<file path="config.mk">
export PLATFORM = sky130hd
export DESIGN_NAME = wb_regfile
export DESIGN_NICKNAME = d
export VERILOG_FILES = /design/src/rtl/cpu_pkg.sv /design/src/rtl/regfile_core.sv /design/src/rtl/wb_regfile.sv
export SDC_FILE = /design/constraint.sdc
export NUM_CORES = 2
export LEC_CHECK = 0
export BUFFER_PORTS_ARGS = -buffer_cell sky130_fd_sc_hd__buf_2
export CAP_MARGIN = 25
export CORE_MARGIN = 2
export CORE_UTILIZATION = 30
export DETAILED_ROUTE_END_ITERATION = 10
export PLACE_DENSITY = 0.52
export REMOVE_ABC_BUFFERS = 1
export SYNTH_ARGS = -nofsm -noshare
export SYNTH_HDL_FRONTEND = slang
export SYNTH_SLANG_ARGS = --single-unit
</file>
<file path="constraint.sdc">
create_clock -name clk -period 79.4 [get_ports clk]
set_input_delay 3.97 -clock clk [delete_from_list [all_inputs] [get_ports clk]]
set_output_delay 3.97 -clock clk [all_outputs]
set_load 0.01 [all_outputs]
</file>
<file path="src/rtl/cpu_pkg.sv">
`default_nettype none
// +--------------------------------------------------------------------------+
// | Package    : cpu_pkg                                                      |
// | Description: Shared constants and helpers for the 5-stage CPU datapath.  |
// |              Used by MEM/WB, write-back/register file and forwarding.    |
// | Revision   : 1.0  initial release                                        |
// +--------------------------------------------------------------------------+
package cpu_pkg;

  localparam int DATA_W   = 32;
  localparam int ADDR_W   = 5;
  localparam int NUM_REGS = 2 ** ADDR_W;

  // Architectural zero register and the all-zero bubble encoding
  localparam logic [4:0]  ZERO_REG  = 5'd0;
  localparam logic [31:0] NOP_INSTR = 32'b0;

  // Saturating +1: sticks at all-ones instead of wrapping to zero
  function automatic logic [31:0] sat_inc32(input logic [31:0] i_val);
    return (i_val == 32'hFFFF_FFFF) ? i_val : i_val + 32'd1;
  endfunction

endpackage : cpu_pkg
`default_nettype wire

</file>
<file path="src/rtl/regfile_core.sv">
`default_nettype none
// +--------------------------------------------------------------------------+
// | Module     : regfile_core                                                |
// | Description: Raw register storage array. Asynchronous clear, one         |
// |              synchronous write port, two combinational read ports.       |
// |              No zero-register or bypass handling at this level.          |
// | Ports      : clk, rst        - clock, async active-high clear            |
// |              i_we            - write strobe                              |
// |              i_waddr/i_wdata - write index / data                        |
// |              i_raddr_a/b     - read indices                              |
// |              o_rdata_a/b     - stored contents at the read indices       |
// | Revision   : 1.0  initial release                                        |
// +--------------------------------------------------------------------------+
module regfile_core #(
  parameter int DATA_W   = 32,
  parameter int ADDR_W   = 5,
  parameter int NUM_REGS = 32
) (
  input  logic              clk,
  input  logic              rst,
  input  logic              i_we,
  input  logic [ADDR_W-1:0] i_waddr,
  input  logic [DATA_W-1:0] i_wdata,
  input  logic [ADDR_W-1:0] i_raddr_a,
  input  logic [ADDR_W-1:0] i_raddr_b,
  output logic [DATA_W-1:0] o_rdata_a,
  output logic [DATA_W-1:0] o_rdata_b
);

  logic [DATA_W-1:0] r_mem [NUM_REGS];

  always_ff @(posedge clk or posedge rst) begin
    if (rst) begin
      for (int i = 0; i < NUM_REGS; i++) begin
        r_mem[i] <= '0;
      end
    end else if (i_we) begin
      r_mem[i_waddr] <= i_wdata;
    end
  end

  assign o_rdata_a = r_mem[i_raddr_a];
  assign o_rdata_b = r_mem[i_raddr_b];

endmodule : regfile_core
`default_nettype wire

</file>
<file path="src/rtl/wb_regfile.sv">
`default_nettype none
// +--------------------------------------------------------------------------+
// | Module     : wb_regfile                                                  |
// | Description: Write-back stage plus general-purpose register file.        |
// |              Selects write-back data, commits it, serves two decode read |
// |              ports with same-cycle write-through bypass, and counts      |
// |              retired (non-bubble) instructions with saturation.          |
// | Ports      : clk, rst         - clock, async active-high reset           |
// |              wb_*  (inputs)   - MEM/WB pipeline register outputs         |
// |              rs_addr/rt_addr  - decode read indices                      |
// |              rs_data/rt_data  - read data (combinational, bypassed)      |
// |              wb_write_data    - selected write-back value                |
// |              wb_write_en      - effective write strobe (never for r0)    |
// |              retired_count    - saturating retired-instruction count     |
// | Revision   : 1.0  initial release                                        |
// +--------------------------------------------------------------------------+
module wb_regfile #(
  parameter int DATA_W   = cpu_pkg::DATA_W,
  parameter int ADDR_W   = cpu_pkg::ADDR_W,
  parameter int NUM_REGS = cpu_pkg::NUM_REGS
) (
  input  logic              clk,
  input  logic              rst,
  input  logic [31:0]       wb_instruction,
  input  logic              wb_mem_to_reg,
  input  logic              wb_reg_write,
  input  logic [ADDR_W-1:0] wb_write_reg,
  input  logic [DATA_W-1:0] wb_read_data,
  input  logic [DATA_W-1:0] wb_alu_res,
  input  logic [ADDR_W-1:0] rs_addr,
  input  logic [ADDR_W-1:0] rt_addr,
  output logic [DATA_W-1:0] rs_data,
  output logic [DATA_W-1:0] rt_data,
  output logic [DATA_W-1:0] wb_write_data,
  output logic              wb_write_en,
  output logic [31:0]       retired_count
);

  import cpu_pkg::*;

  logic [ADDR_W-1:0] w_zero_idx;
  logic [DATA_W-1:0] w_write_data;
  logic              w_write_en;
  logic [DATA_W-1:0] w_raw_rs;
  logic [DATA_W-1:0] w_raw_rt;
  logic              w_rs_is_zero;
  logic              w_rt_is_zero;
  logic              w_rs_bypass;
  logic              w_rt_bypass;
  logic [31:0]       r_retired_count;

  assign w_zero_idx = ADDR_W'(ZERO_REG);

  // Mux is live every cycle; the forwarding unit consumes it even when
  // no register write is taking place.
  assign w_write_data = wb_mem_to_reg ? wb_read_data : wb_alu_res;

  // Gating the strobe for r0 keeps the stored r0 at zero forever.
  assign w_write_en = wb_reg_write && (wb_write_reg != w_zero_idx);

  regfile_core #(
    .DATA_W   (DATA_W),
    .ADDR_W   (ADDR_W),
    .NUM_REGS (NUM_REGS)
  ) u_core (
    .clk       (clk),
    .rst       (rst),
    .i_we      (w_write_en),
    .i_waddr   (wb_write_reg),
    .i_wdata   (w_write_data),
    .i_raddr_a (rs_addr),
    .i_raddr_b (rt_addr),
    .o_rdata_a (w_raw_rs),
    .o_rdata_b (w_raw_rt)
  );

  // Write-through bypass resolves the WB->ID hazard without a stall.
  // w_write_en is already false for r0, so r0 can never be bypassed.
  assign w_rs_is_zero = (rs_addr == w_zero_idx);
  assign w_rt_is_zero = (rt_addr == w_zero_idx);
  assign w_rs_bypass  = w_write_en && (wb_write_reg == rs_addr);
  assign w_rt_bypass  = w_write_en && (wb_write_reg == rt_addr);

  always_comb begin
    rs_data = w_raw_rs;
    if (w_rs_is_zero) begin
      rs_data = '0;
    end else if (w_rs_bypass) begin
      rs_data = w_write_data;
    end
  end

  always_comb begin
    rt_data = w_raw_rt;
    if (w_rt_is_zero) begin
      rt_data = '0;
    end else if (w_rt_bypass) begin
      rt_data = w_write_data;
    end
  end

  // Stores and branches retire too, so only the bubble encoding is ignored.
  always_ff @(posedge clk or posedge rst) begin
    if (rst) begin
      r_retired_count <= '0;
    end else if (wb_instruction != NOP_INSTR) begin
      r_retired_count <= sat_inc32(r_retired_count);
    end
  end

  assign wb_write_data = w_write_data;
  assign wb_write_en   = w_write_en;
  assign retired_count = r_retired_count;

endmodule : wb_regfile
`default_nettype wire
</file>
==> flow_metrics.tcl <==
set metrics [dict create \
    drt-vias-per-instance 5.57 \
    cp-start-kind "input pin" \
    cts_tree "built" \
    hold_path.startpoint "u_core.r_mem[997]" \
    ys_ff_latch 1056 \
    ys_async_sr_fraction 1.00 \
    ys.flop_type "dfrtp_1" \
    drc 0 \
    path_class "in2out" \
    cts_root_buf "clkbuf_16" \
    syn_inst 5051 \
    critPathRequiredTime_ns 75.43 \
    hold_viol 0 \
    drive_above_1_share 0.218 \
    final_antenna_net_count 0 \
    io_pins 244 \
    finalSetupTns_ns 0 \
    synth-edff-count 0 \
    syn_avg_cell_area_um2 10.8 \
    vias 41600 \
    cts.sinks 1056 \
    cp-startpoint "rs_addr[0]" \
    grt_max_degree 168 \
    final_nets 5118 \
    yosysTopAreaCell "dfrtp_1" \
    synth_area_um2 54700 \
    grt_pass1_vias 41600 \
    power.density_nw_per_um2 26.3 \
    cts_buffer_depth 3 \
    yosysWarnings 0 \
    r2r_slack_ns 77.03 \
    rsz0062_at_grt "no" \
    leakage_nw 26.3 \
    htreeDepth 3 \
    synth_top_area_frac 0.483 \
    clock.fmax_ghz 0.0769 \
    placed_cell_area_um2 58100 \
    insertion_delay_ns 0.75 \
    wl_per_cell_um 26.6 \
    drv_slew 0 \
    cts_setup_buffers 0 \
    dpl.hpwl_mm 116 \
    numCtsBuffers 115 \
    wl_mm 199 \
    slew_headroom 0.229 \
    final.period_utilization 0.164 \
    r2r_start "retired_count[0]" \
    die_w_um 431 \
    row_count 156 \
    track_usage 0.212 \
    critPathArrivalTime_ns 9.03 \
    fp.dieH_um 431 \
    area_growth_pct 13.8 \
    gp_congestion 0.810 \
    first_pass_iters 5 \
    cts-resized-gates 0 \
    netlist_top_cells_area "dfrtp_1 48%, mux4_2 18%, o21ai_0 5.8%, nand2_1 4.4%, a21oi_1 4.1%" \
    grt_overflow 0 \
    drv_cap 0 \
    clk_pin_slew_ns 0.06 \
    setup_violations 0 \
    final_area_um2 62200 \
    yosysSeqAreaShare 0.483 \
    core_area_um2 181000 \
    drt_iter0_markers 4071 \
    worst_pin_slew_ns 1.16 \
    holdBufCountCts 0 \
    hp-class "reg2reg" \
    antenna_found_initial 1 \
    worst_ir_drop_vdd_mv 0.0181 \
    finalClockSkew_ns 0.00384 \
    fin_crit_ns 13.00 \
    status "finished, final reports clean" \
    die_area_um2 186000 \
    start_util 0.302 \
    grt_pass1_wl_mm 292 \
    critical_path_peak_fanout 46 \
    crit_path_end_kind "output pin" \
    synthTopCellsByCount "1056 x dfrtp_1, 639 x o21ai_0, 635 x nand2_1" \
    io_buffers 243 \
    synthMostInstantiatedCell "dfrtp_1" \
    synth_cell_type_count 65 \
]
registers in the layout (all words and copies together) (netlist names):
name           count
retired_count     32
u_core.r_mem    1024
final cells by class:
type / instances / area (um2)
Fill cell: 17900 / 119000
Clock buffer: 169 / 3440
Inverter: 37 / 146
Multi-Input combinational cell: 3424 / 26300
Timing Repair Buffer: 368 / 2400
Clock inverter: 48 / 543
Sequential cell: 1056 / 26400
Antenna cell: 2 / 5.00
Tap cell: 2370 / 2970
layer usage:
layer / vias to the layer above / track usage / wire [um]
met5: - / 0 / 0
met4: 0 / 0.0808 / 7490
met3: 363 / 0.0275 / 12900
met2: 1609 / 0.351 / 96100
met1: 21400 / 0.282 / 82200
li1: 18300 / - / -
critical path, stage by stage:
cell and delay, ns:
buf_8 0.38, buf_4 0.67, buf_4 0.75, buf_4 0.80, buf_4 0.79, mux4_2 0.60, o22ai_1 0.21, o21ai_0 0.19
and3_1 0.33, buf_2 0.16
path summary, 6_finish.rpt:
kind                       depth (start not counted)                 to
min in group asynchronous                          2  u_core.r_mem[822]
setup / recovery                                  10        rs_data[16]
hold reg to reg                                    0  u_core.r_mem[997]
hold / removal                                     0  u_core.r_mem[997]
setup reg to reg                                   6   retired_count[1]
max in group asynchronous                          5  u_core.r_mem[697]
per-stage QoR:
step	power, mW	worst slack, ns	std cells	utilization	hold slack, ns
after floorplan	0.951	45.71	4517	-	0.365
after global placement	1.06	66.20	7245	0.321	0.377
after detailed placement	1.07	66.21	7249	0.321	0.383
after CTS	1.64	66.20	7466	0.343	0.396
after global routing	1.72	65.87	7472	0.344	0.410
final	1.64	66.40	7474	0.344	0.394
where the power goes:
group	internal, mW	switching (mW)	total, mW
Combinational	0.168	0.168	0.336
Clock	0.332	0.236	0.568
Sequential	0.648	0.0833	0.731
Total	1.15	0.487	1.64
cell usage in the layout (no fill, tap or decap), types with 6 or more instances in the layout:
cell           n
nand2_4       12
clkbuf_16    117
nor2_4        21
o22ai_1       86
xor2_1        12
nand4_1       16
buf_12         9
bufinv_16     10
nor3_1        33
a211oi_1      39
clkinv_2      26
clkinvlp_4     6
nand2b_1      14
nor4_1        16
mux2i_1      133
buf_2        236
o21ai_0      639
clkbuf_8      32
buf_4        114
inv_1         33
and3_1        29
mux2i_2       12
a221o_1       29
mux4_2       446
clkbuf_1      20
a22oi_1       81
nor2_1       477
and2_1         8
mux2i_4       20
a21oi_1      452
and4_1         7
nand3_1       43
xnor2_1       29
dfrtp_1     1056
nand2_1      622
a22o_1        26
a221oi_1      42
logic make-up (layout without fill, tap and decap cells):
logic type,after synthesis,count (layout),share of synthesized area
buf+inv,571,622,0.0474
mux,613,613,0.214
fa+ha+maj,1,1,0.000229
simple gates,1342,1342,0.101
other cells,0,2,0
compound gates,1427,1427,0.147
xor+xnor,41,41,0.00657
flops,1056,1056,0.483
Power figures use the tool's default switching activity.
